File: config.mk
export PLATFORM = sky130hd
export DESIGN_NAME = regfile_multiport
export DESIGN_NICKNAME = d
export VERILOG_FILES = /design/src/rtl/regfile_pkg.sv /design/src/rtl/regfile_scoreboard.sv /design/src/rtl/regfile_multiport.sv
export SDC_FILE = /design/constraint.sdc
export NUM_CORES = 2
export LEC_CHECK = 0
export ABC_CLOCK_PERIOD_IN_PS = 4150
export BUFFER_PORTS_ARGS = -buffer_cell sky130_fd_sc_hd__buf_4
export CAP_MARGIN = 20
export CORE_MARGIN = 4
export CORE_UTILIZATION = 55
export CTS_BUF_LIST = sky130_fd_sc_hd__clkbuf_4 sky130_fd_sc_hd__clkbuf_8
export DETAILED_ROUTE_END_ITERATION = 6
export PLACE_DENSITY = 0.68
export REMOVE_ABC_BUFFERS = 1
export SYNTH_ARGS = -nofsm -noshare
export SYNTH_HDL_FRONTEND = slang
export SYNTH_SLANG_ARGS = --single-unit
File: constraint.sdc
create_clock -name clk -period 4.15 [get_ports clk]
set_clock_uncertainty 0.1 [all_clocks]
set_input_delay 0.415 -clock clk [delete_from_list [all_inputs] [get_ports clk]]
set_output_delay 0.415 -clock clk [all_outputs]
set_load 0.1 [all_outputs]
File: src/rtl/regfile_pkg.sv
// Shared register-file types, default sizes and the flat-bus port slicing helper.
// No state; purely combinational helpers.
package regfile_pkg;

  localparam int XLEN_DEF    = 32;
  localparam int NREGS_DEF   = 32;
  localparam int FIELD_BUS_W = 256;
  localparam int FIELD_MAX_W = 64;

  typedef logic [4:0]  reg_addr_t;
  typedef logic [31:0] reg_data_t;

  // Extracts field idx of width w from a flat port bus (fields up to 64 bits).
  function automatic logic [FIELD_MAX_W-1:0] port_field(
    input logic [FIELD_BUS_W-1:0] bus,
    input int unsigned            idx,
    input int unsigned            w
  );
    logic [FIELD_BUS_W-1:0] mask;
    mask = (FIELD_BUS_W'(1) << w) - FIELD_BUS_W'(1);
    return FIELD_MAX_W'((bus >> (idx * w)) & mask);
  endfunction

endpackage

File: src/rtl/regfile_scoreboard.sv
// Busy scoreboard: issue sets, writeback clears, set wins on a same-cycle collision.
// Updates on the rising edge; always accepts (no backpressure).
module regfile_scoreboard
  import regfile_pkg::*;
#(
  parameter  int NREGS = NREGS_DEF,
  parameter  int NWR   = 1,
  localparam int AW    = $clog2(NREGS)
) (
  input  logic                clk,
  input  logic                rst,
  input  logic                issue_en,
  input  logic [AW-1:0]       issue_rd,
  input  logic [NWR-1:0]      regwrite,
  input  logic [NWR*AW-1:0]   adr_wr_reg,
  output logic [NREGS-1:0]    busy_vec
);

  logic [NREGS-1:0] busy_q;
  logic [NREGS-1:0] busy_d;
  logic [AW-1:0]    wr_adr [NWR];

  for (genvar k = 0; k < NWR; k++) begin : g_wr_adr
    assign wr_adr[k] = AW'(port_field(FIELD_BUS_W'(adr_wr_reg), k, AW));
  end

  always_comb begin
    busy_d = busy_q;
    for (int k = 0; k < NWR; k++) begin
      if (regwrite[k] && wr_adr[k] != '0) busy_d[wr_adr[k]] = 1'b0;
    end
    // Applied after the clears: a newer producer owns the register.
    if (issue_en && issue_rd != '0) busy_d[issue_rd] = 1'b1;
    busy_d[0] = 1'b0;
  end

  always_ff @(posedge clk or negedge rst) begin
    if (!rst) busy_q <= '0;
    else      busy_q <= busy_d;
  end

  assign busy_vec = busy_q;

endmodule

File: src/rtl/regfile_multiport.sv
// Multi-port register file with r0 hardwired to zero and an integrated busy scoreboard.
// Zero-latency reads, writes on the rising edge; REGFILE_BYPASS_EN adds same-cycle write forwarding.
module regfile_multiport
  import regfile_pkg::*;
#(
  parameter  int XLEN  = XLEN_DEF,
  parameter  int NREGS = NREGS_DEF,
  parameter  int NRD   = 2,
  parameter  int NWR   = 1,
  localparam int AW    = $clog2(NREGS)
) (
  input  logic                 clk,
  input  logic                 rst,
  input  logic [NWR-1:0]       regwrite,
  input  logic [NWR*AW-1:0]    adr_wr_reg,
  input  logic [NWR*XLEN-1:0]  wr_data,
  input  logic [NRD*AW-1:0]    adr_rd,
  output logic [NRD*XLEN-1:0]  reg_data,
  output logic [NRD-1:0]       reg_busy,
  input  logic                 issue_en,
  input  logic [AW-1:0]        issue_rd,
  output logic [NREGS-1:0]     busy_vec
);

  logic [XLEN-1:0] regs_q [NREGS];
  logic [XLEN-1:0] regs_d [NREGS];
  logic [AW-1:0]   wr_adr [NWR];
  logic [XLEN-1:0] wr_dat [NWR];
  logic [AW-1:0]   rd_adr [NRD];

  for (genvar k = 0; k < NWR; k++) begin : g_wr
    assign wr_adr[k] = AW'(port_field(FIELD_BUS_W'(adr_wr_reg), k, AW));
    assign wr_dat[k] = XLEN'(port_field(FIELD_BUS_W'(wr_data), k, XLEN));
  end

  for (genvar j = 0; j < NRD; j++) begin : g_rd
    assign rd_adr[j] = AW'(port_field(FIELD_BUS_W'(adr_rd), j, AW));
  end

  // Ascending port order lets port 1 override port 0 on an address collision.
  always_comb begin
    regs_d = regs_q;
    for (int k = 0; k < NWR; k++) begin
      if (regwrite[k] && wr_adr[k] != '0) regs_d[wr_adr[k]] = wr_dat[k];
    end
    regs_d[0] = '0;
  end

  always_ff @(posedge clk or negedge rst) begin
    if (!rst) begin
      for (int i = 0; i < NREGS; i++) regs_q[i] <= '0;
    end else begin
      regs_q <= regs_d;
    end
  end

  regfile_scoreboard #(
    .NREGS (NREGS),
    .NWR   (NWR)
  ) u_scoreboard (
    .clk        (clk),
    .rst        (rst),
    .issue_en   (issue_en),
    .issue_rd   (issue_rd),
    .regwrite   (regwrite),
    .adr_wr_reg (adr_wr_reg),
    .busy_vec   (busy_vec)
  );

  always_comb begin
    reg_data = '0;
    reg_busy = '0;
    for (int j = 0; j < NRD; j++) begin
      reg_data[j*XLEN +: XLEN] = regs_q[rd_adr[j]];
      reg_busy[j]              = busy_vec[rd_adr[j]];
`ifdef REGFILE_BYPASS_EN
      // Forwarding is gated by reset so outputs read zero while reset is held.
      for (int k = 0; k < NWR; k++) begin
        if (rst && regwrite[k] && wr_adr[k] == rd_adr[j] && rd_adr[j] != '0) begin
          reg_data[j*XLEN +: XLEN] = wr_dat[k];
          reg_busy[j]              = issue_en && (issue_rd == rd_adr[j]);
        end
      end
`endif
    end
  end

endmodule

==> run_results.csv <==
group,metric,value,unit
run_status,outcome,"finished, final reports clean",
detailed_routing,firstDrtPassIters,7,
yosys,synth_common_cells,"mux2_2, dfrtp_1, mux4_2",
timing,setup_ws,0.591,ns
setup_path,worstReg2RegStart,"u_scoreboard.busy_vec[28]",
timing,period_share,0.857,
setup_path,regToRegSetupSlack,2.74,ns
yosys,synth-edff-count,0,
setup_path,critPathMaxFanout,28,
die,ios,154,
detailed_routing,routedWlPerCell,33.5,um
timing,tightest_slew,1.09,ns
timing,timing.setup.tns,0,ns
yosys,ys.flop_type,"dfrtp_1",
setup_path,reg2reg_to,"u_scoreboard.busy_vec[28]",
power_and_ir_drop,ir_drop,275,uV
grt,antenna_found_initial,2,
place,dp_slack,0.628,ns
cts,cts_setup_buffers,0,
yosys,synthMostInstantiatedCell,"mux2_2",
die,dieArea,105000,um^2
yosys,yosysTopAreaCell,"dfrtp_1",
setup_path,cp-start-kind,"primary input",
place,io_buffers,152,
finish,drive_above_1_share,0.519,
run,drv_cap,0,
hold_path,hold_path.class,"in -> async",
yosys,synth_cells,3752,
finish,fin_nets,3914,
grt,grt_max_degree,141,
cts,htreeDepth,4,
cts,cts.sinks,1023,
power_and_ir_drop,p_per_area,502,nW/um^2
timing,timing.final.max_slew_violations,0,
grt,grt_pass1_wl,262000,um
die,die_x,324,um
yosys,async_flop_share,1.00,
cts,cts_tree,"yes",
setup_path,crit_path_end_kind,"primary output",
cts,cts_buffers,175,
die,dieHeight,324,um
detailed_routing,postRouteAntennaNets,0,
timing,rsz0062_at_grt,"no",
cts,path_clk_slew,0.06,ns
detailed_routing,wl,177000,um
timing,finalHoldViolCount,0,
cts,cts_buffer_depth,3,
power_and_ir_drop,power,31.0,mW
yosys,yosysWarnings,0,
die,initial_utilization,0.557,
grt,grt_pass1_vias,40200,
cts,clkLatencyLatePin,0.85,ns
die,rows,115,
grt,grt_usage,0.341,
detailed_routing,drt-initial-drc-count,3703,
timing,holdWs,0.0694,ns
die,coreArea,98700,um^2
place,dp_hpwl,102000,um
setup_path,ff2ff_path_depth,3,
finish,instances_no_fill,5280,
yosys,ys_types,38,
setup_path,worstPathArrival,3.04,ns
yosys,yosysSeqAreaShare,0.466,
finish,area_growth,12.5,%
yosys,synth_top_area_frac,0.466,
yosys,syn_avg_cell_area,14.6,um^2
timing,max_slew_margin,0.274,
power_and_ir_drop,power_leakage,27.2,nW
yosys,synth_seq_cells,1023,
detailed_routing,via_per_inst,7.07,
detailed_routing,remaining_drc_errors,0,
setup_path,path_class,"in -> out",
yosys,synthesis.area,54900,um^2
yosys,synth_area_leaders,"dfrtp_1, mux2_2, mux4_2",
timing,min_period,3.56,ns
timing,finalSetupViolCount,0,
setup_path,cp.required,3.63,ns
place,placed_cells,4922,
cts,clock-root-buffer,"clkbuf_8",
grt,grt_remaining_overflow,0,
detailed_routing,dr_total_vias,37300,
place,routabilityCongestion,0.856,
timing,fmax,281,MHz
==> cell usage in the layout (no fill, tap or decap), types with 27 or more instances in the layout <==
cell type	n
buf_12	37
o21ai_0	66
a211oi_1	66
o22ai_1	69
mux2_1	30
o21ai_1	27
mux2_2	1027
mux4_2	396
dfrtp_1	1023
o31ai_1	68
clkbuf_4	53
and2_1	68
a22o_1	208
mux2i_1	200
clkbuf_8	223
buf_4	251
dlygate4sd3_1	46
==> state kept, by name, indices dropped and copies added (netlist names) <==
register	flops
regs_q	992
u_scoreboard.busy_vec	31
==> kinds of logic after synthesis <==
| logic type | Yosys count | synth area share |
|---|---|---|
| buffers and inverters | 415 | 0.0337 |
| and+or+nand+nor | 155 | 0.0171 |
| AOI/OAI and AO/OA | 505 | 0.0680 |
| other | 1 | 0.0000682 |
| muxes | 1653 | 0.415 |
| DFF | 1023 | 0.466 |
==> routing by layer <==
| metal | vias up | GRT usage | part of all wire |
|---|---|---|---|
| met3 | 516 | 0.0813 | 0.090 |
| met2 | 1973 | 0.542 | 0.47 |
| met4 | 0 | 0.142 | 0.045 |
| met5 | - | 0 | 0 |
| met1 | 20100 | 0.455 | 0.40 |
| li1 | 14800 | - | - |
==> report_power, final <==
group,internal [mW],switching (mW)
clock network,5.42,4.25
logic,3.88,3.98
registers,12.0,1.54
==> worst max-delay path by stage <==
stage,cells past startpoint,slack (ns),end,start
detailed placement,7,0.63,reg_data[16],adr_rd[0]
finish,7,0.59,reg_data[16],adr_rd[0]
floorplan,4,-0.54,reg_busy[1],adr_rd[6]
global route,7,0.42,reg_data[16],adr_rd[0]
CTS,5,0.60,reg_data[16],regs_q[80]
global placement,7,0.60,reg_data[16],adr_rd[0]
==> metrics by stage <==
stage	util	instance area, um^2
floorplan	-	53100
global placement	0.584	57600
detailed placement	0.584	57600
CTS	0.626	61800
global route	0.626	61800
finish	0.627	61800
==> layout make-up <==
| cell class | count | area [um^2] |
|---|---|---|
| Fill cell | 7208 | 36900 |
| Multi-Input combinational cell | 2314 | 27700 |
| Sequential cell | 1023 | 25600 |
| Clock buffer | 276 | 3470 |
| Timing Repair Buffer | 339 | 3160 |
| Tap cell | 1287 | 1610 |
| Clock inverter | 32 | 263 |
| Inverter | 5 | 18.8 |
| Antenna cell | 4 | 10.0 |
==> worst max-delay path, cell delays in order <==
cell and delay, ns:
buf_8 0.33, buf_4 0.43, mux4_2 0.55, a22o_1 0.23
o21ai_0 0.52, o31ai_1 0.21, buf_4 0.29
==> repair_timing <==
action,4_1_cts,5_1_grt
endpoints found under the hold margin,1220,0
endpoints found under the setup margin,0,0
gates resized for setup,0,0
hold buffers,46,0
Power figures use the tool's default switching activity.
